<file path="src/rtl/keypad_pkg.sv">
// Shared types and default parameter values for the matrix keypad scanner.
// The counter-width helper keeps every counter at least one bit wide, even when its maximum is zero.
package keypad_pkg;

  typedef enum logic [1:0] {
    SCAN       = 2'd0,
    PRESS_DB   = 2'd1,
    HELD       = 2'd2,
    RELEASE_DB = 2'd3
  } kp_state_e;

  localparam int unsigned KP_ROWS            = 4;
  localparam int unsigned KP_COLS            = 4;
  localparam int unsigned KP_SCAN_CYCLES     = 4;
  localparam int unsigned KP_DEBOUNCE_CYCLES = 8;
  localparam int unsigned KP_REPEAT_CYCLES   = 0;

  function automatic int unsigned cnt_width(input int unsigned max_val);
    int unsigned w;
    w = 1;
    if (max_val >= 1) begin
      w = $clog2(max_val + 1);
    end
    return w;
  endfunction

endpackage

</file>
<file path="src/rtl/keypad_sync.sv">
// Two-flop synchroniser for the asynchronous column inputs.
module keypad_sync #(
  parameter int unsigned WIDTH = 4
) (
  input  logic             clk,
  input  logic             reset,
  input  logic [WIDTH-1:0] d_i,
  output logic [WIDTH-1:0] q_o
);

  logic [WIDTH-1:0] meta_q;
  logic [WIDTH-1:0] sync_q;

  always_ff @(posedge clk) begin
    if (reset) begin
      meta_q <= '0;
      sync_q <= '0;
    end else begin
      meta_q <= d_i;
      sync_q <= meta_q;
    end
  end

  assign q_o = sync_q;

endmodule

</file>
<file path="src/rtl/keypad_scan_debounce.sv">
// Matrix keypad scanner: one-hot row drive, synchronised column sense, press/release
// debounce, multi-key flagging and optional auto-repeat, with all outputs registered.
module keypad_scan_debounce
  import keypad_pkg::*;
#(
  parameter int unsigned ROWS            = KP_ROWS,
  parameter int unsigned COLS            = KP_COLS,
  parameter int unsigned SCAN_CYCLES     = KP_SCAN_CYCLES,
  parameter int unsigned DEBOUNCE_CYCLES = KP_DEBOUNCE_CYCLES,
  parameter int unsigned REPEAT_CYCLES   = KP_REPEAT_CYCLES
) (
  input  logic                      clk,
  input  logic                      reset,
  input  logic [COLS-1:0]           cols_raw,
  output logic [ROWS-1:0]           rows,
  output logic [$clog2(ROWS)-1:0]   key_row,
  output logic [$clog2(COLS)-1:0]   key_col,
  output logic                      key_valid,
  output logic                      key_held,
  output logic                      key_release,
  output logic                      multi_key
);

  localparam int unsigned RW   = $clog2(ROWS);
  localparam int unsigned CW   = $clog2(COLS);
  localparam int unsigned DW_W = cnt_width(SCAN_CYCLES - 1);
  localparam int unsigned DB_W = cnt_width(DEBOUNCE_CYCLES);
  localparam int unsigned RP_W = cnt_width(REPEAT_CYCLES);

  localparam logic [DW_W-1:0] DWELL_LAST = DW_W'(SCAN_CYCLES - 1);
  localparam logic [DB_W-1:0] DB_LAST    = DB_W'(DEBOUNCE_CYCLES - 1);
  localparam logic [RP_W-1:0] RP_LAST    = RP_W'((REPEAT_CYCLES > 0) ? REPEAT_CYCLES - 1 : 0);
  localparam logic [RW-1:0]   ROW_LAST   = RW'(ROWS - 1);
  localparam logic [ROWS-1:0] ROW0       = ROWS'(1);
  localparam logic [COLS-1:0] COL0       = COLS'(1);
  localparam logic [CW:0]     CNT_ONE    = (CW + 1)'(1);

  logic [COLS-1:0] cols_s;

  kp_state_e       state_q, state_d;
  logic [RW-1:0]   row_q, row_d;
  logic [DW_W-1:0] dwell_q, dwell_d;
  logic [DB_W-1:0] db_q, db_d;
  logic [RP_W-1:0] rep_q, rep_d;
  logic [CW-1:0]   cand_col_q, cand_col_d;
  logic [ROWS-1:0] rows_q, rows_d;
  logic [RW-1:0]   key_row_q, key_row_d;
  logic [CW-1:0]   key_col_q, key_col_d;
  logic            key_valid_q, key_valid_d;
  logic            key_held_q, key_held_d;
  logic            key_release_q, key_release_d;
  logic            multi_q, multi_d;

  logic [CW:0]     ones;
  logic [CW-1:0]   col_idx;
  logic [COLS-1:0] cand_onehot;
  logic [RW-1:0]   row_next;

  keypad_sync #(
    .WIDTH (COLS)
  ) u_sync (
    .clk   (clk),
    .reset (reset),
    .d_i   (cols_raw),
    .q_o   (cols_s)
  );

  // Column population count and index of the highest set column.
  always_comb begin
    ones    = '0;
    col_idx = '0;
    for (int unsigned i = 0; i < COLS; i++) begin
      ones = ones + {{CW{1'b0}}, cols_s[i]};
      if (cols_s[i]) begin
        col_idx = CW'(i);
      end
    end
  end

  assign cand_onehot = COL0 << cand_col_q;
  assign row_next    = (row_q == ROW_LAST) ? '0 : row_q + RW'(1);

  always_comb begin
    state_d       = state_q;
    row_d         = row_q;
    dwell_d       = dwell_q;
    db_d          = db_q;
    rep_d         = rep_q;
    cand_col_d    = cand_col_q;
    key_row_d     = key_row_q;
    key_col_d     = key_col_q;
    key_valid_d   = 1'b0;
    key_held_d    = key_held_q;
    key_release_d = 1'b0;
    multi_d       = multi_q;

    case (state_q)
      SCAN: begin
        key_held_d = 1'b0;
        if (dwell_q == DWELL_LAST) begin
          dwell_d = '0;
          multi_d = (ones > CNT_ONE);
          if (ones == CNT_ONE) begin
            state_d    = PRESS_DB;
            cand_col_d = col_idx;
            db_d       = '0;
          end else begin
            row_d = row_next;
          end
        end else begin
          dwell_d = dwell_q + DW_W'(1);
        end
      end

      PRESS_DB: begin
        multi_d = 1'b0;
        if (cols_s == cand_onehot) begin
          if (db_q == DB_LAST) begin
            state_d     = HELD;
            db_d        = '0;
            rep_d       = '0;
            key_valid_d = 1'b1;
            key_held_d  = 1'b1;
            key_row_d   = row_q;
            key_col_d   = cand_col_q;
          end else begin
            db_d = db_q + DB_W'(1);
          end
        end else begin
          state_d = SCAN;
          db_d    = '0;
          dwell_d = '0;
          row_d   = row_next;
        end
      end

      HELD: begin
        multi_d = (cols_s != '0) && (cols_s != cand_onehot);
        if (cols_s == '0) begin
          state_d = RELEASE_DB;
          db_d    = '0;
        end else if (REPEAT_CYCLES > 0) begin
          if (rep_q == RP_LAST) begin
            rep_d       = '0;
            key_valid_d = 1'b1;
          end else begin
            rep_d = rep_q + RP_W'(1);
          end
        end
      end

      RELEASE_DB: begin
        multi_d = 1'b0;
        if (cols_s == '0) begin
          if (db_q == DB_LAST) begin
            state_d       = SCAN;
            db_d          = '0;
            dwell_d       = '0;
            row_d         = row_next;
            key_held_d    = 1'b0;
            key_release_d = 1'b1;
          end else begin
            db_d = db_q + DB_W'(1);
          end
        end else begin
          // Any activity before the release completes resumes HELD; HELD flags a wrong column.
          state_d = HELD;
          db_d    = '0;
          rep_d   = '0;
        end
      end

      default: begin
        state_d = SCAN;
      end
    endcase

    rows_d = ROW0 << row_d;
  end

  always_ff @(posedge clk) begin
    if (reset) begin
      state_q       <= SCAN;
      row_q         <= '0;
      dwell_q       <= '0;
      db_q          <= '0;
      rep_q         <= '0;
      cand_col_q    <= '0;
      rows_q        <= ROW0;
      key_row_q     <= '0;
      key_col_q     <= '0;
      key_valid_q   <= 1'b0;
      key_held_q    <= 1'b0;
      key_release_q <= 1'b0;
      multi_q       <= 1'b0;
    end else begin
      state_q       <= state_d;
      row_q         <= row_d;
      dwell_q       <= dwell_d;
      db_q          <= db_d;
      rep_q         <= rep_d;
      cand_col_q    <= cand_col_d;
      rows_q        <= rows_d;
      key_row_q     <= key_row_d;
      key_col_q     <= key_col_d;
      key_valid_q   <= key_valid_d;
      key_held_q    <= key_held_d;
      key_release_q <= key_release_d;
      multi_q       <= multi_d;
    end
  end

  assign rows        = rows_q;
  assign key_row     = key_row_q;
  assign key_col     = key_col_q;
  assign key_valid   = key_valid_q;
  assign key_held    = key_held_q;
  assign key_release = key_release_q;
  assign multi_key   = multi_q;

endmodule

</file>
<file path="config.mk">
export PLATFORM = sky130hd
export DESIGN_NAME = keypad_scan_debounce
export DESIGN_NICKNAME = d
export VERILOG_FILES = /design/src/rtl/keypad_pkg.sv /design/src/rtl/keypad_sync.sv /design/src/rtl/keypad_scan_debounce.sv
export SDC_FILE = /design/constraint.sdc
export NUM_CORES = 1
export LEC_CHECK = 0
export CORE_ASPECT_RATIO = 0.7
export CORE_MARGIN = 1.5
export CORE_UTILIZATION = 59
export CTS_CLUSTER_SIZE = 8
export DETAILED_ROUTE_END_ITERATION = 10
export GPL_TIMING_DRIVEN = 0
export PLACE_DENSITY = 0.93
export SYNTH_ARGS = -nofsm -noshare
export SYNTH_HDL_FRONTEND = slang
export SYNTH_SLANG_ARGS = --single-unit
</file>
<file path="constraint.sdc">
create_clock -name clk -period 4.7 [get_ports clk]
set_clock_uncertainty 0.15 [all_clocks]
set_input_delay 0.94 -clock clk [delete_from_list [all_inputs] [get_ports clk]]
set_output_delay 0.94 -clock clk [all_outputs]
set_load 0.03 [all_outputs]
</file>
Word level (Yosys, flattened, before mapping)
Cells that the tools add are included.
{"block": "classes", "addsub": 6, "multipliers": 0, "n_div": 0, "n_lt_le_gt_ge": 1, "n_eq_ne": 19, "shifts": 2, "n_mux": 37, "bitwise": 4, "n_reduce_logical": 14}
{"operator": "two-way mux 2 bit", "n": 18}
{"operator": "two-way mux 4 bit", "n": 6}
{"operator": "inequality test 2 bit, second input constant", "n": 8}
{"operator": "case mux 4 bit (4 select lines)", "n": 1}
{"operator": "case mux 2 bit (3 select lines)", "n": 2}
{"operator": "AND reduction 5 bit", "n": 2}
{"operator": "AND reduction 3 bit", "n": 3}
{"operator": "== test 2 bit, second input constant", "n": 4}
{"operator": "case mux 2 bit (4 select lines)", "n": 1}
{"operator": "left shift 1 x 2 -> 4 bit, first input constant", "n": 2}
{"operator": "two-way mux 1 bit", "n": 7}
{"operator": "inequality test 3 bit, second input constant", "n": 2}
{"operator": "case mux 1 bit (3 select lines)", "n": 2}
{"operator": "OR reduction 3 bit", "n": 2}
{"operator": "adder 2 x 1 -> 2 bit, second input constant", "n": 2}
{"operator": "adder 4 x 1 -> 4 bit, second input constant", "n": 1}
{"operator": "== test 4 x 3 -> 1 bit, second input constant", "n": 1}
{"operator": "== test 4 bit", "n": 1}
{"operator": "zero test 4 bit", "n": 1}
{"operator": "inequality test 4 bit", "n": 1}
{"operator": "NOT 1 bit", "n": 4}
{"operator": "AND reduction 4 bit", "n": 1}
{"operator": "nonzero test 4 bit", "n": 1}
{"operator": "adder 2 x 1 -> 3 bit", "n": 1}
{"operator": "9 further kinds", "n": 9}
{"block": "totals", "reg_bits": 32, "latchBits": 0, "mem_bits_rw": 0, "rom_bits": 0, "input_bits": 6, "output_inout_bits": 12, "elab_cells": 97, "n_memories": 0}

Logic depth before layout (Yosys ltp)
Gate-level depths: netlist of run 1.
{"block": "logic_depth", "ltp_word": 8, "depth_mapped": 12, "depth_no_buf": 11}

Cells and area by module
Synthesis of run 1 repeated with hierarchy kept, for this count alone.
{"block": "unflattened", "cells_unflattened": 187, "hier_area_um2": 1662.8}
{"mod": "keypad_scan_debounce", "n_inst": 1, "cells_per_inst": 171, "area_per_inst_um2": 1452.6, "seq_area_each_um2": 480.5}
{"mod": "keypad_sync", "n_inst": 1, "cells_per_inst": 16, "area_per_inst_um2": 210.2, "seq_area_each_um2": 160.2}

Worst setup path before layout of run 1
Ideal clock, no wire load.
{"block": "synth_path", "path_type": "register to register", "from": "reg u_sync.sync_q[3], in the netlist u_sync.q_o[3]", "to": "reg rows_q[3], in the netlist rows[3]", "setup_time_ns": 0.096, "t_arrival_ns": 2.747, "required_time_ns": 4.454, "path_slack_ns": 1.707, "stages_incl_launch_ff": 12, "n_path_buf": 0, "period_less_slack_ns": 2.993, "cell_sequence": "dfxtp_1 inv_1 fa_1 inv_1 ha_1 inv_1 ha_1 or3b_1 nand3_1 o21ai_2 or4b_2 o41ai_2"}
{"block": "synth_via", "elab_chain_cells": 6, "elab_cells_between_ends": 10, "classes_between": "add/sub (1); eq/ne (2); shift (1); mux (5); reduce/logical (1)"}
{"element": "from (decl)", "line_no": "keypad_sync.sv:12", "source": "logic [WIDTH-1:0] sync_q;"}
{"element": "from (signal assigned)", "line_no": "keypad_sync.sv:20", "source": "sync_q <= meta_q;"}
{"element": "adder 3 x 1 -> 3 bit", "line_no": "keypad_scan_debounce.sv:73", "source": "ones = ones + {{CW{1'b0}}, cols_s[i]};"}
{"element": "== test 3 x 1 -> 1 bit", "line_no": "keypad_scan_debounce.sv:103", "source": "if (ones == CNT_ONE) begin"}
{"element": "two-way mux 2 bit", "line_no": "keypad_scan_debounce.sv:103"}
{"element": "two-way mux 2 bit", "line_no": "keypad_scan_debounce.sv:100", "source": "if (dwell_q == DWELL_LAST) begin"}
{"element": "case mux 2 bit (3 select lines) (*)", "line_no": "keypad_scan_debounce.sv:97", "source": "case (state_q)"}
{"element": "left shift 1 x 2 -> 4 bit (*)", "line_no": "keypad_scan_debounce.sv:178", "source": "rows_d = ROW0 << row_d;"}
{"element": "to (signal assigned)", "line_no": "keypad_scan_debounce.sv:203", "source": "rows_q <= rows_d;"}
{"element": "to (decl)", "line_no": "keypad_scan_debounce.sv:46", "source": "logic [ROWS-1:0] rows_q, rows_d;"}
Every way passes the cells marked *; elsewhere a longest branch is shown, timed or not.
A chain may end at the register's enable or synchronous reset.

Worst setup path in the final report of run 1
Ends and elaborated chain as after synthesis.

==> metrics.txt, run 1 <==
status=completed; Die Span Y=roughly 47 um; number of core rows=15; vias per inst=around 6; root buffer cell=clkbuf_8; largest stage delay on the critical path=about 0.7 ns; first-pass GRT wire length=approximately 6200 um; ANT cells=0; worst-margin pin slew=just over 0.6 ns; DR WL met2=between 1500 and 2000 um; Pint=~0.43 mW; design area=just under 0.002 mm^2; post-route setup slack=between 1 and 1.5 ns; layout cells sized above 1=11.65%; CP Launch Type=flop; clock network fraction of total power=37.7%; crit path kind=reg2reg; CP Max Fanout=6; Reg area=640.6 um^2; WL met3=between 200 and 300 um; CP max-delay cell=or4b_2; worst path required time=between 4 and 5 ns; Final #Nets=between 200 and 250; clock sink count=32; WL/cell=16.12 um; Leak=0.7734 nW; EDFF count, synth=0; CTS resizes=0; Pwr Total=0.5788 mW; worst slack at placement=about 1.5 ns; Remaining Overflow, GRT=0; max layer used=met4; sw frac=25.47%; drt total wl=between 3000 and 4000 um; ranking of synthesized cells by area=dfxtp_1, ha_1, nor2_1, nor2b_1, nor3b_1; number of global-route vias before repair=about 1300; synth unique cells=50; max cap viols=0; DR iter-0 viols=101; antenna violations before repair=0; synthesis-stage register bit count=32; Synth area leader=dfxtp_1; critical path endpoint category=flop; synthesized area per cell=between 9 and 10 um^2; I/O Buffers=17; commonest non-fill, non-tap cell in the layout=dfxtp_1; DP Wirelength=around 2700 um; Core Box Area=0.002571 mm^2; hold buffers post-CTS=0; RSZ-0062 raised after global routing=false; drt pass-1 iters=5; most frequent cells in the layout=dfxtp_1, nor2_1, clkdlybuf4s50_1; Layout area overhead=18.17%; Cell Chain, Critical Path=inv_1 -> fa_1 -> inv_1 -> ha_1 -> inv_1 -> ha_1 -> or3b_1 -> nand3_1 -> o21ai_2 -> or4b_2 -> o41ai_2; Filler Cell Count=167; IO Pins=18; largest net degree at the start of global routing=11; CTS max path bufs=2; die width=roughly 67 um; Post-Synthesis Cells=181; Final Max Slew Viols=0; Tcrit/Tclk final=a little over two thirds; DP Area=0.001879 mm^2; worst path arrival time=between 3 and 4 ns; Die ar.=0.003158 mm^2; post-synthesis instance area=approximately 0.0017 mm^2; WL met1=around 1700 um; Ys Warns=0; Most used DFF post-synth=dfxtp_1; FMAX=around 0.3 GHz; final hold violation count=0; post-CTS setup buffer count=0; number of buffers created by CTS=5; switching power=0.1474 mW; peak supply drop=between 0.15 and 0.2 mV; clk_lat worst skew=just under 0.3 ns; H-tree depth=2; CP dominant cell by count=inv_1; DRC Markers=0; Comb pwr share=12.4%; Initial Utilization=64.82%; Pwr Density=approximately 290 mW/mm^2; fin util=76.59%; register area share after synthesis=about two fifths; Synth Net Count=196; CTS tree=yes; Clk pin slew, worst setup/hold paths=about 0.06 ns; final setup fails=0; final worst path period need=3.310 ns; FFs w/ async S/R, synth=0%; multi-input logic area=948.4 um^2; relative slew slack=slightly below 60%; GR Util All Layers=a little over a quarter; gpl congestion=about 0.9; post-route ant nets=0; setup TNS=0 ns; top cell type's share of synthesized area=38.44%; Reg power frac=about 50%; via count=1473; min-delay worst type=reg2reg
-- synthesized netlist by cell type (all sizes together), types with 2 or more instances --
| master | number |
|---|---|
| o21ai | 7 |
| nand3 | 9 |
| nor2b | 10 |
| and3b | 2 |
| clkbuf | 5 |
| mux2 | 2 |
| nor2 | 20 |
| or3b | 2 |
| nand4 | 2 |
| a311oi | 2 |
| buf | 4 |
| nor3b | 8 |
| a211oi | 4 |
| nand2 | 10 |
| ha | 8 |
| or4bb | 2 |
| inv | 8 |
| dfxtp | 32 |
| nand2b | 3 |
| a21oi | 10 |
| o31ai | 2 |
| a31oi | 2 |
| mux2i | 5 |
| nor3 | 5 |
-- per-stage QoR --
stage / hold WS, ns / instances
2_1_floorplan: 0.2638 / 181
6_report: 0.2865 / 240
5_1_grt: 0.3069 / 240
3_5_place_dp: 0.2783 / 232
3_3_place_gp: 0.2666 / 232
4_1_cts: 0.2940 / 240
-- kinds of logic (layout without fill, tap and decap cells) --
group	Yosys count	in the layout	synth area share, %
mux	7	7	4.805
compound gates	38	38	16.82
buf+inv	18	43	4.654
fa+ha+maj	9	9	7.207
xor+xnor	1	1	0.5256
flops	32	32	38.44
simple gates	76	76	27.55
-- flip-flops by register name, summed over array words and instances, names as in the netlist --
name,cells
cand_col_q,2
db_q,4
dwell_q,2
key_col,2
key_held,1
key_release,1
key_row,2
key_valid,1
multi_key,1
row_q,2
rows,4
state_q,2
u_sync.meta_q,4
u_sync.q_o,4
-- path summary, 6_finish.rpt --
check,depth (start not counted),startpoint,slack (ns),to
max,11,u_sync.q_o[3],1.39,rows[3]
min,1,u_sync.meta_q[0],0.29,u_sync.q_o[0]
max reg2reg,11,u_sync.q_o[3],1.39,rows[3]
min reg2reg,1,u_sync.meta_q[0],0.29,u_sync.q_o[0]
-- layer usage --
| layer | GRT usage (%) | vias up |
|---|---|---|
| li1 | - | 690 |
| met3 | 7.529 | 10 |
| met5 | 0 | - |
| met4 | 12.24 | 0 |
| met2 | 44.60 | 70 |
| met1 | 34.36 | 703 |
-- power groups by stage --
stage / Combinational [mW] / Clock (mW) / Sequential (mW)
after global placement: 0.0659 / 0 / 0.293
after global routing: 0.0782 / 0.229 / 0.290
after CTS: 0.0707 / 0.218 / 0.288
after detailed placement: 0.0696 / 0 / 0.294
final: 0.0716 / 0.218 / 0.289
after floorplan: 0.0470 / 0 / 0.296
-- area by class of cell --
| type | instances | share of cell area [%] |
|---|---|---|
| plain buffers | 9 | 2.224 |
| clock buffers | 8 | 4.574 |
| inverters | 9 | 1.715 |
| multi-input cells | 131 | 48.16 |
| flip-flops and latches | 32 | 32.53 |
| well taps | 34 | 2.160 |
| repair buffers | 17 | 8.640 |
-- critical path: cells and delay by family, from the launching register on --
family                     cells  cell delay [ns]
AOI/OAI and AO/OA              2             0.18
and+or+nand+nor                3             1.24
adders and majority gates      3             0.93
buffers and inverters          3             0.25
DFF                            1             0.48
No activity file was read; power rests on OpenSTA's default activity.
==> inputs of run 2 (changes only) <==
--- a/config.mk
+++ b/config.mk
@@ -7,11 +7,11 @@
 export LEC_CHECK = 0
 export CORE_ASPECT_RATIO = 0.7
 export CORE_MARGIN = 1.5
-export CORE_UTILIZATION = 59
+export CORE_UTILIZATION = 55
 export CTS_CLUSTER_SIZE = 8
 export DETAILED_ROUTE_END_ITERATION = 10
 export GPL_TIMING_DRIVEN = 0
-export PLACE_DENSITY = 0.93
+export PLACE_DENSITY = 0.88
 export SYNTH_ARGS = -nofsm -noshare
 export SYNTH_HDL_FRONTEND = slang
 export SYNTH_SLANG_ARGS = --single-unit
==> constraint.sdc (replaced) <==
create_clock -name clk -period 3.4 [get_ports clk]
set_clock_uncertainty 0.15 [all_clocks]
set_input_delay 0.68 -clock clk [delete_from_list [all_inputs] [get_ports clk]]
set_output_delay 0.68 -clock clk [all_outputs]
set_load 0.03 [all_outputs]
==> run 2 against run 1 <==
Effect of this change:
- worst hold slack better by 0.012 ns
- non-clock buffer count stayed put
- critical path depth stayed put
- register-to-register slack worse by 1.3 ns
- clock-buffer cell count is 2 lower
- global-route usage is 0.85 points lower
- critical endpoint unchanged
==> metrics.txt, run 2 (synthesis results as in run 1) <==
CP Launch Type=flop; switching power=0.2154 mW (+46%); Reg2Reg Setup Slack=0.13 ns (-1.26 ns); Final #Nets=220 (unchanged); commonest non-fill, non-tap cell in the layout=dfxtp_1; Die Span Y=49.06 um (+3.3%); design area=0.001989 mm^2 (+1.0%); worst r2r dst=rows[3]; die width=68.80 um (+3.4%); final setup fails=0 (unchanged); Worst Hold Launch=u_sync.meta_q[3]; most frequent cells in the layout=dfxtp_1, nor2_1, clkdlybuf4s50_1; hold path cells=1 (unchanged); CP max-delay cell=or4b_2; antenna violations before repair=0 (unchanged); Pint=0.6489 mW (+50%); worst r2r path cells=11 (unchanged); Layout Cells excl Fill=242 (+0.83%); Leak=0.7831 nW (+1.3%); final hold violation count=0 (unchanged); drt pass-1 iters=4 (-1); vias per inst=6.178 (+0.65%); hold buffers post-CTS=0 (unchanged); Cell Chain, Critical Path=inv_1 -> fa_1 -> inv_1 -> ha_1 -> inv_1 -> ha_1 -> or3b_1 -> nand3_1 -> o21ai_2 -> or4b_2 -> o41ai_2; sw frac=24.92% (-0.55 points); Comb pwr share=11.7% (-0.7 points); R2R Path Start=u_sync.q_o[3]; gpl congestion=0.8347 (-5.5%); first-pass GRT wire length=6465 um (+3.9%); placed insts=234 (+0.86%); largest net degree at the start of global routing=11 (unchanged); ANT cells=0 (unchanged); Pwr Density=434.4 mW/mm^2 (+48%); largest stage delay on the critical path=0.67 ns (about the same); setup TNS=0 ns (unchanged); post-route ant nets=0 (unchanged); hold endpoint=u_sync.q_o[3]; via count=1495 (+1.5%); GR Util All Layers=26.26% (-0.85 points); WL/cell=16.90 um (+4.9%); clock network fraction of total power=42.1% (+4.4 points); IO Pins=18 (unchanged); Clk pin slew, worst setup/hold paths=0.07 ns (about the same); relative slew slack=56.36% (-2.0 points); number of buffers created by CTS=5 (unchanged); root buffer cell=clkbuf_8; Die ar.=0.003375 mm^2 (+6.9%); DR iter-0 viols=210 (+110%); worst path arrival time=3.32 ns (-0.03 ns); Remaining Overflow, GRT=0 (unchanged); critical path endpoint category=flop; RSZ-0062 raised after global routing=false; CTS tree=yes; max cap viols=0 (unchanged); CP dominant cell by count=inv_1; layout cells sized above 1=12.14% (+0.49 points); clk_lat worst skew=0.29 ns (about the same); number of global-route vias before repair=1373 (+2.0%); post-CTS setup buffer count=0 (unchanged); H-tree depth=2 (unchanged); Filler Cell Count=206 (+23%); clock sink count=32 (unchanged); Initial Utilization=58.63% (-6.2 points); crit path kind=reg2reg; final worst path period need=3.270 ns (-0.03968 ns); CTS resizes=0 (unchanged); Layout area overhead=19.37%; FMAX=0.3058 GHz (+1.2%); Tcrit/Tclk final=96.18% (+26 points); Core Box Area=0.002843 mm^2 (+11%); Final Max Slew Viols=0 (unchanged); status=completed; worst path required time=3.45 ns (-1.29 ns); min-delay worst type=reg2reg; peak supply drop=0.2337 mV (+21%); CTS max path bufs=2 (unchanged); DP Wirelength=2771 um (+3.8%); drt total wl=4091 um (+5.7%); Reg power frac=46.2% (-3.7 points); DP Area=0.001882 mm^2 (+0.13%); worst-margin pin slew=0.6478 ns (+0.02981 ns); I/O Buffers=17 (unchanged); CP Max Fanout=6 (unchanged); DRC Markers=0 (unchanged); number of core rows=16 (+1)
run 2: cell count changes in the layout (fill, tap and decap cells not counted):
| cell | change |
|---|---|
| clkinv_2 | +1 |
| clkbuf_1 | -1 |
| bufinv_16 | +1 |
| clkbuf_8 | -1 |
run 2: how the worst max path moves through the flow:
stage / from / endpoint / slack [ns]
finish: u_sync.q_o[3] / rows[3] / 0.13
detailed placement: u_sync.q_o[3] / rows[3] / 0.19
global route: u_sync.q_o[3] / rows[3] / 0.06
CTS: u_sync.q_o[3] / rows[3] / 0.17
floorplan: u_sync.q_o[3] / rows[3] / 0.41
global placement: u_sync.q_o[3] / rows[3] / 0.27
run 2: cell type report:
class                   count  area [um^2]  area share, %
flip-flops and latches     32        640.6          32.20
inverters                   9        33.78          1.698
clock inverters             2        35.03          1.761
multi-input cells         131        948.4          47.67
clock buffers               6        72.57          3.648
plain buffers               9        43.79          2.201
well taps                  36        45.04          2.264
repair buffers             17        170.2          8.553
run 2: per-stage QoR:
| stage | hold slack [ns] | utilization [%] | worst slack, ns | power (mW) |
|---|---|---|---|---|
| 2_1_floorplan | 0.2638 | - | 0.4074 | 0.4746 |
| 3_3_place_gp | 0.2682 | 66.20 | 0.2652 | 0.4968 |
| 3_5_place_dp | 0.2816 | 66.20 | 0.1888 | 0.5047 |
| 4_1_cts | 0.3033 | 69.98 | 0.1700 | 0.8618 |
| 5_1_grt | 0.3246 | 69.98 | 0.05516 | 0.8936 |
| 6_report | 0.2981 | 69.98 | 0.1298 | 0.8642 |
run 2: power groups by stage:
stage / registers [mW] / clock network (mW) / logic, mW
6_report: 0.399 / 0.364 / 0.102
5_1_grt: 0.400 / 0.383 / 0.110
4_1_cts: 0.399 / 0.363 / 0.100
3_5_place_dp: 0.407 / 0 / 0.0979
3_3_place_gp: 0.406 / 0 / 0.0912
2_1_floorplan: 0.410 / 0 / 0.0650
run 2: worst max-delay path: cells and delay by family (launching register included):
family,cells,cell delay [ns]
compound gates,2,0.18
simple gates,3,1.19
flops,1,0.47
fa+ha+maj,3,0.92
buf+inv,3,0.26
run 2: layer usage:
layer	wire [um]	GRT usage, %	up-vias
li1	-	-	695
met1	1709	34.11	704
met2	1942	40.87	80
met3	314	9.469	16
met4	124	7.516	0
met5	0	0	-
==> inputs of run 3 (changes only) <==
--- a/config.mk
+++ b/config.mk
@@ -11,7 +11,7 @@
 export CTS_CLUSTER_SIZE = 8
 export DETAILED_ROUTE_END_ITERATION = 10
 export GPL_TIMING_DRIVEN = 0
-export PLACE_DENSITY = 0.88
+export PLACE_DENSITY_LB_ADDON = 0.2
 export SYNTH_ARGS = -nofsm -noshare
 export SYNTH_HDL_FRONTEND = slang
 export SYNTH_SLANG_ARGS = --single-unit
==> run 3 against run 2 <==
Effect of this change:
- global-route usage shrank 3.2 points
- register-to-register slack is essentially flat
- largest cell class unchanged
- power shrank 11%
- critical path depth is the same
- sequential power is essentially flat
- fmax grew 0.43%
- final cell count shrank 0.41%
- sequential share of layout area grew 0.54 points
- setup slack gained 0.014 ns
- die area is the same
==> metrics.txt, run 3 (synthesis results as in run 1) <==
status=completed; Die ar.=0.003375 mm^2 (unchanged); Comb pwr share=12.8% (+1.1 points); Pint=0.5702 mW (-12%); R2R Path Start=u_sync.q_o[0]; ANT cells=0 (unchanged); WL/cell=14.88 um (-12%); clock network fraction of total power=35.3% (-6.8 points); worst-margin pin slew=0.6455 ns (-0.002233 ns); via count=1440 (-3.7%); IO Pins=18 (unchanged); CP dominant cell by count=inv_1; GR Util All Layers=23.08% (-3.2 points); Hold WS=0.2870 ns (-0.01103 ns); gpl congestion=0.8439 (+1.1%); worst r2r dst=rows[3]; hold path cells=1 (unchanged); Reg power frac=51.9% (+5.7 points); RSZ-0062 raised after global routing=false; crit path kind=reg2reg; final worst path period need=3.256 ns (-0.01391 ns); Die Span Y=49.06 um (unchanged); Final #Nets=220 (unchanged); FMAX=0.3071 GHz (+0.43%); switching power=0.1985 mW (-7.8%); CP max-delay cell=or4b_2; setup TNS=0 ns (unchanged); die width=68.80 um (unchanged); clock sink count=32 (unchanged); CTS max path bufs=2 (unchanged); DP Wirelength=2583 um (-6.8%); Filler Cell Count=233 (+13%); I/O Buffers=17 (unchanged); worst path arrival time=3.30 ns (-0.02 ns); clk_lat worst skew=0.29 ns (about the same); antenna violations before repair=0 (unchanged); DP Area=0.001882 mm^2 (unchanged); DRC Markers=0 (unchanged); post-CTS setup buffer count=0 (unchanged); root buffer cell=clkbuf_8; post-route ant nets=0 (unchanged); drt pass-1 iters=4 (unchanged); Core Box Area=0.002843 mm^2 (unchanged); worst r2r path cells=11 (unchanged); worst path required time=3.45 ns (about the same); CP Max Fanout=4 (-2); max cap viols=0 (unchanged); Layout area overhead=17.64%; design area=0.001961 mm^2 (-1.4%); Cell Chain, Critical Path=inv_1 -> fa_1 -> inv_1 -> ha_1 -> inv_1 -> ha_1 -> or3b_1 -> nand3_1 -> o21ai_2 -> or4b_2 -> o41ai_2; largest stage delay on the critical path=0.67 ns (about the same); min-delay worst type=reg2reg; Final Max Slew Viols=0 (unchanged); Initial Utilization=58.63% (unchanged); hold buffers post-CTS=0 (unchanged); final hold violation count=0 (unchanged); number of core rows=16 (unchanged); Leak=0.7693 nW (-1.8%); layout cells sized above 1=12.20% (+0.059 points); most frequent cells in the layout=dfxtp_1, nor2_1, clkdlybuf4s50_1; number of global-route vias before repair=1360 (-0.95%); drt total wl=3586 um (-12%); peak supply drop=0.1948 mV (-17%); number of buffers created by CTS=5 (unchanged); critical path endpoint category=flop; Worst Hold Launch=u_sync.meta_q[2]; largest net degree at the start of global routing=11 (unchanged); DR iter-0 viols=114 (-46%); relative slew slack=56.51% (+0.15 points); sw frac=25.82% (+0.90 points); first-pass GRT wire length=5823 um (-9.9%); Tcrit/Tclk final=95.77% (-0.41 points); Reg2Reg Setup Slack=0.14 ns (about the same); Remaining Overflow, GRT=0 (unchanged); H-tree depth=2 (unchanged); Pwr Density=392.1 mW/mm^2 (-9.7%); Clk pin slew, worst setup/hold paths=0.07 ns (about the same); CP Launch Type=flop; commonest non-fill, non-tap cell in the layout=dfxtp_1; hold endpoint=u_sync.q_o[2]; vias per inst=5.975 (-3.3%); final setup fails=0 (unchanged); CTS tree=yes
==> run 3: cell types whose count changed in the layout (fill, tap and decap cells not counted), sizes merged <==
cell    change
bufinv      -1
==> run 3: power groups by stage <==
stage / Clock, mW / Sequential [mW] / Combinational (mW)
6_report: 0.271 / 0.399 / 0.0987
5_1_grt: 0.288 / 0.400 / 0.108
4_1_cts: 0.272 / 0.399 / 0.0980
3_5_place_dp: 0 / 0.407 / 0.0964
3_3_place_gp: 0 / 0.406 / 0.0919
2_1_floorplan: 0 / 0.410 / 0.0650
==> run 3: metrics by stage <==
step / setup slack (ns) / instances / utilization [%] / power, mW
floorplan: 0.4074 / 181 / - / 0.4746
global placement: 0.2419 / 234 / 66.20 / 0.4976
detailed placement: 0.1814 / 234 / 66.20 / 0.5033
CTS: 0.1452 / 241 / 68.93 / 0.7689
global route: 0.01943 / 241 / 68.97 / 0.7963
finish: 0.1437 / 241 / 68.97 / 0.7688
==> run 3: what timing repair did <==
| action | 4_1_cts | 5_1_grt |
|---|---|---|
| hold endpoints to repair | 0 | 0 |
| endpoints found under the setup margin | 0 | 1 |
| resized for setup | 0 | 1 |
==> run 3: how the worst max path moves through the flow <==
stage | start | to | slack (ns) | cells past startpoint
2_1_floorplan | u_sync.q_o[3] | rows[3] | 0.41 | 11
3_3_place_gp | u_sync.q_o[3] | rows[3] | 0.24 | 11
3_5_place_dp | u_sync.q_o[3] | rows[3] | 0.18 | 11
4_1_cts | u_sync.q_o[3] | rows[3] | 0.15 | 11
5_1_grt | u_sync.q_o[0] | rows[3] | 0.02 | 11
6_report | u_sync.q_o[0] | rows[3] | 0.14 | 11
==> run 3: final cells by class <==
type | count | area, um^2 | share of cell area (%)
clock buffers | 6 | 72.57 | 3.701
repair buffers | 17 | 170.2 | 8.679
flip-flops and latches | 32 | 641.9 | 32.74
multi-input cells | 131 | 948.4 | 48.37
plain buffers | 9 | 43.79 | 2.234
inverters | 9 | 33.78 | 1.723
clock inverters | 1 | 5.005 | 0.2553
well taps | 36 | 45.04 | 2.297
==> run 3: critical path: cells and delay by family (launching register included) <==
kind                       cells  cell delay [ns]
and+or+nand+nor                3             1.22
adders and majority gates      3             1.00
DFF                            1             0.38
buffers and inverters          3             0.26
AOI/OAI and AO/OA              2             0.18
==> run 3: layer usage <==
metal	wire [um]	vias to the layer above	GRT usage [%]
met5	0	-	0
met4	45	0	8.170
met3	231	8	5.774
met2	1597	51	37.18
met1	1712	682	29.69
li1	-	699	-
==> patch 1: new RTL, settings of run 3 <==
`KP_COLS`: 4 -> 2.
--- a/src/rtl/keypad_pkg.sv
+++ b/src/rtl/keypad_pkg.sv
@@ -12,3 +12,3 @@
   localparam int unsigned KP_ROWS            = 4;
-  localparam int unsigned KP_COLS            = 4;
+  localparam int unsigned KP_COLS            = 2;
   localparam int unsigned KP_SCAN_CYCLES     = 4;
Ports: changed (resized cols_raw and key_col); port bits go from 18 to 15. The function was not compared with the original's and may differ.
==> patch 1 against run 3 <==
Setup slack improved by 1.0 ns. Via count fell by 33%. Total power fell by 30%. Fmax rose by 46%. Hold slack improved by 0.022 ns. Sequential cell count fell by 6. Critical path depth fell by 5. Die area fell by 26%. Wire length fell by 34%. Sequential share of layout area rose by 4.2 points. Area after synthesis fell by 28%. Final area fell by 28%.
==> patch 1: results (changes against run 3) <==
Hold path endpoint - u_sync.q_o[1]
Compound-Gate Fraction of Synth Area - 18.2% (+1.4 points)
Filler instances - 165 (-29%)
Adder-Cell Fraction of Synth Area - 5.19% (-2.0 points)
Mux contribution to synthesized area - 7.89% (+3.1 points)
Met2 Usage GRT - 31.3% (-5.8 points)
Post-layout nets - 158 (-28%)
Worst ir drop on vdd - 0.000276 V (+42%)
Area contributors post-synth - dfxtp_1 43%, mux2i_1 6.6%, ha_1 5.2%
Worst Max-Slew Pin Slew - 0.636 ns (-0.00933 ns)
FF-to-FF setup slack - 1.17 ns (+1.03 ns)
Status - finished clean
Crit. Startpoint - db_q[0]
Buffers on Ports - 14 (-3)
# H-tree levels - 1 (-1)
Critical Path End - rows[0]
Dpl cells - 166 (-29%)
Seq/Total Area, Yosys - 43.2% (+4.8 points)
CP Data Arrival Time - 2.31 ns (-0.99 ns)
Routed met3 length - 132 um (-43%)
Metal-1 WL - 1.26 mm (-27%)
First-pass GRT wire length - 4.15 mm (-29%)
Routed wire length per instance - 14.0 um (-6.2%)
Synth cell types - 36 (-28%)
Via density - 5.71 (-4.4%)
## patch 1: critical path, cell delays in order (launching register included)
cell and delay, ns:
dfxtp_1 0.39, ha_1 0.29, nand3b_4 0.17, o21a_1 0.29, or3_1 0.40, buf_6 0.15, mux2_4 0.29
## patch 1: layout make-up
type / instances / area (um^2) / share of cell area (%)
flip-flops and latches: 26 / 520 / 36.9
inverters: 5 / 18.8 / 1.33
plain buffers: 5 / 30.0 / 2.13
repair buffers: 14 / 140 / 9.95
clock buffers: 4 / 36.3 / 2.58
well taps: 22 / 27.5 / 1.95
multi-input cells: 94 / 636 / 45.1
## patch 1: report_power, final
part	internal (W)	switching [W]	total (W)
Combinational	0.0000282	0.0000359	0.0000641
Clock	0.0000656	0.0000899	0.000156
Sequential	0.000315	0.00000714	0.000322
## patch 1: cells by family after synthesis
group,after synthesis
buffers and inverters,10
AOI/OAI and AO/OA,32
xor gates and xnor gates,1
adders and majority gates,5
muxes,9
DFF,26
and+or+nand+nor,47
==> patch 2: new RTL, flow settings as in run 3 <==
Made on the original files. `db_q` no longer has a reset.
--- a/src/rtl/keypad_scan_debounce.sv
+++ b/src/rtl/keypad_scan_debounce.sv
@@ -185,3 +185,2 @@
       dwell_q       <= '0;
-      db_q          <= '0;
       rep_q         <= '0;
@@ -199,3 +198,2 @@
       dwell_q       <= dwell_d;
-      db_q          <= db_d;
       rep_q         <= rep_d;
@@ -212,2 +210,6 @@
 
+  always_ff @(posedge clk) begin
+    db_q <= db_d;
+  end
+
   assign rows        = rows_q;
Function: no difference found for any inputs over 10 cycles, from zero or initial values and one cycle with reset high; that may be too few to reach the edited logic, so the function may still have changed.
==> patch 2 against run 3 <==
Die area is 8.0% lower. Final area shrank 6.3%. Wire length fell by 18%. Setup slack better by 0.068 ns. Critical endpoint is now rows[2]. Largest power group unchanged. Largest cell class unchanged. Combinational power is 4% higher. Clock power grew 12%. Sequential cell count stayed put. Area after synthesis is 8.5% lower. Critical path type unchanged. Total power rose by 6.2%.
==> patch 2: results (changes against run 3) <==
Status - finished clean
CP top delay family - adder cells
Data buffer area share - 11.6% (+0.74 points)
Critical-path top delay cell - fa_1
CLK BUF - 7 (+1)
Worst ir drop on vdd - 0.000288 V (+48%)
First-pass GRT wire length - 4.89 mm (-16%)
Vias in the first global route - 1118 (-18%)
Number of enable flip-flop cells after synthesis - 4 (+4)
Bufs on Longest Clock Path - 2 (unchanged)
Top cells by count, synth - 28 x dfxtp_1, 15 x nand2_1, 12 x nor2_1
Syn_nets - 171 (-13%)
Relative slew margins - 67.9% (+11 points)
Sequential Area - 681 um^2 (+6.0%)
Seq/Total Area, Yosys - 44.6% (+6.2 points)
Multi-input gate area - 772 um^2 (-19%)
Filler instances - 195 (-16%)
Non-CTS inverters - 9 (unchanged)
Leakage - 0.764 nW (-0.70%)
Crit Path Max Fanout - 6 (+2)
Final clock-cell share - 5.11% (+1.2 points)
Via density - 5.43 (-9.1%)
Multi-In Gates - 109 (-17%)
Gpl congestion - 0.843 (-0.14%)
Min-delay worst type - flop to flop
Gr usage total - 22.2% (-0.91 points)
Layout cells sized above 1 - 11.6% (-0.59 points)
Synth cell types - 43 (-14%)
Dpl hpwl - 2.10 mm (-19%)
Post-layout nets - 195 (-11%)
Post-synth ARST share - 0% (unchanged)
Area contributors post-synth - dfxtp_1 37%, edfxtp_1 7.9%, ha_1 6.6%
Routed wire length per instance - 13.6 um (-8.5%)
# diodes - 0 (unchanged)
Crit-path max cell delay - 0.49 ns (-0.18 ns)
DRT iter0 DRCs - 38 (-67%)
Number of non-clock buffers - 23 (-12%)
-- patch 2: final timing paths --
kind                         start  slack, ns  depth (start not counted)             to
setup / recovery     u_sync.q_o[3]       0.21                         12        rows[2]
hold / removal    u_sync.meta_q[2]       0.30                          1  u_sync.q_o[2]
setup reg to reg     u_sync.q_o[3]       0.21                         12        rows[2]
hold reg to reg   u_sync.meta_q[2]       0.30                          1  u_sync.q_o[2]
-- patch 2: cell families after synthesis --
kind of cell               share of synthesized area (%)
muxes                                               7.55
DFF                                                 44.6
adders and majority gates                           7.88
buffers and inverters                               5.09
and+or+nand+nor                                     23.1
AOI/OAI and AO/OA                                   10.6
xor gates and xnor gates                            1.15
-- patch 2: power breakdown --
group | switching (W) | total (W) | internal [W]
sequential | 0.0000112 | 0.000410 | 0.000399
clock | 0.000140 | 0.000304 | 0.000164
combinational | 0.0000546 | 0.000103 | 0.0000480
total | 0.000206 | 0.000817 | 0.000611
-- patch 2: timing repair --
| action | CTS | global route |
|---|---|---|
| hold buffers | 0 | 0 |
| resized for setup | 0 | 1 |
| setup endpoints to repair | 0 | 4 |
-- patch 2: through the flow --
stage	cell area, um^2	power [W]	utilization (%)	setup slack (ns)	instances
4_1_cts	1830	0.000817	71.8	0.0665	215
2_1_floorplan	1530	0.000488	-	0.412	156
3_3_place_gp	1740	0.000514	68.1	0.167	207
3_5_place_dp	1740	0.000518	68.1	0.142	207
6_report	1840	0.000817	72.0	0.211	215
5_1_grt	1840	0.000847	72.0	0.0440	215
-- patch 2: per-layer routing --
metal	wire length (um)	share of wire [%]	vias up	global-route usage, %
li1	-	-	587	-
met1	1480	51	537	29.0
met2	1200	41	35	34.5
met3	178	6.1	9	6.47
met4	66	2.3	0	11.0
met5	0	0	-	0
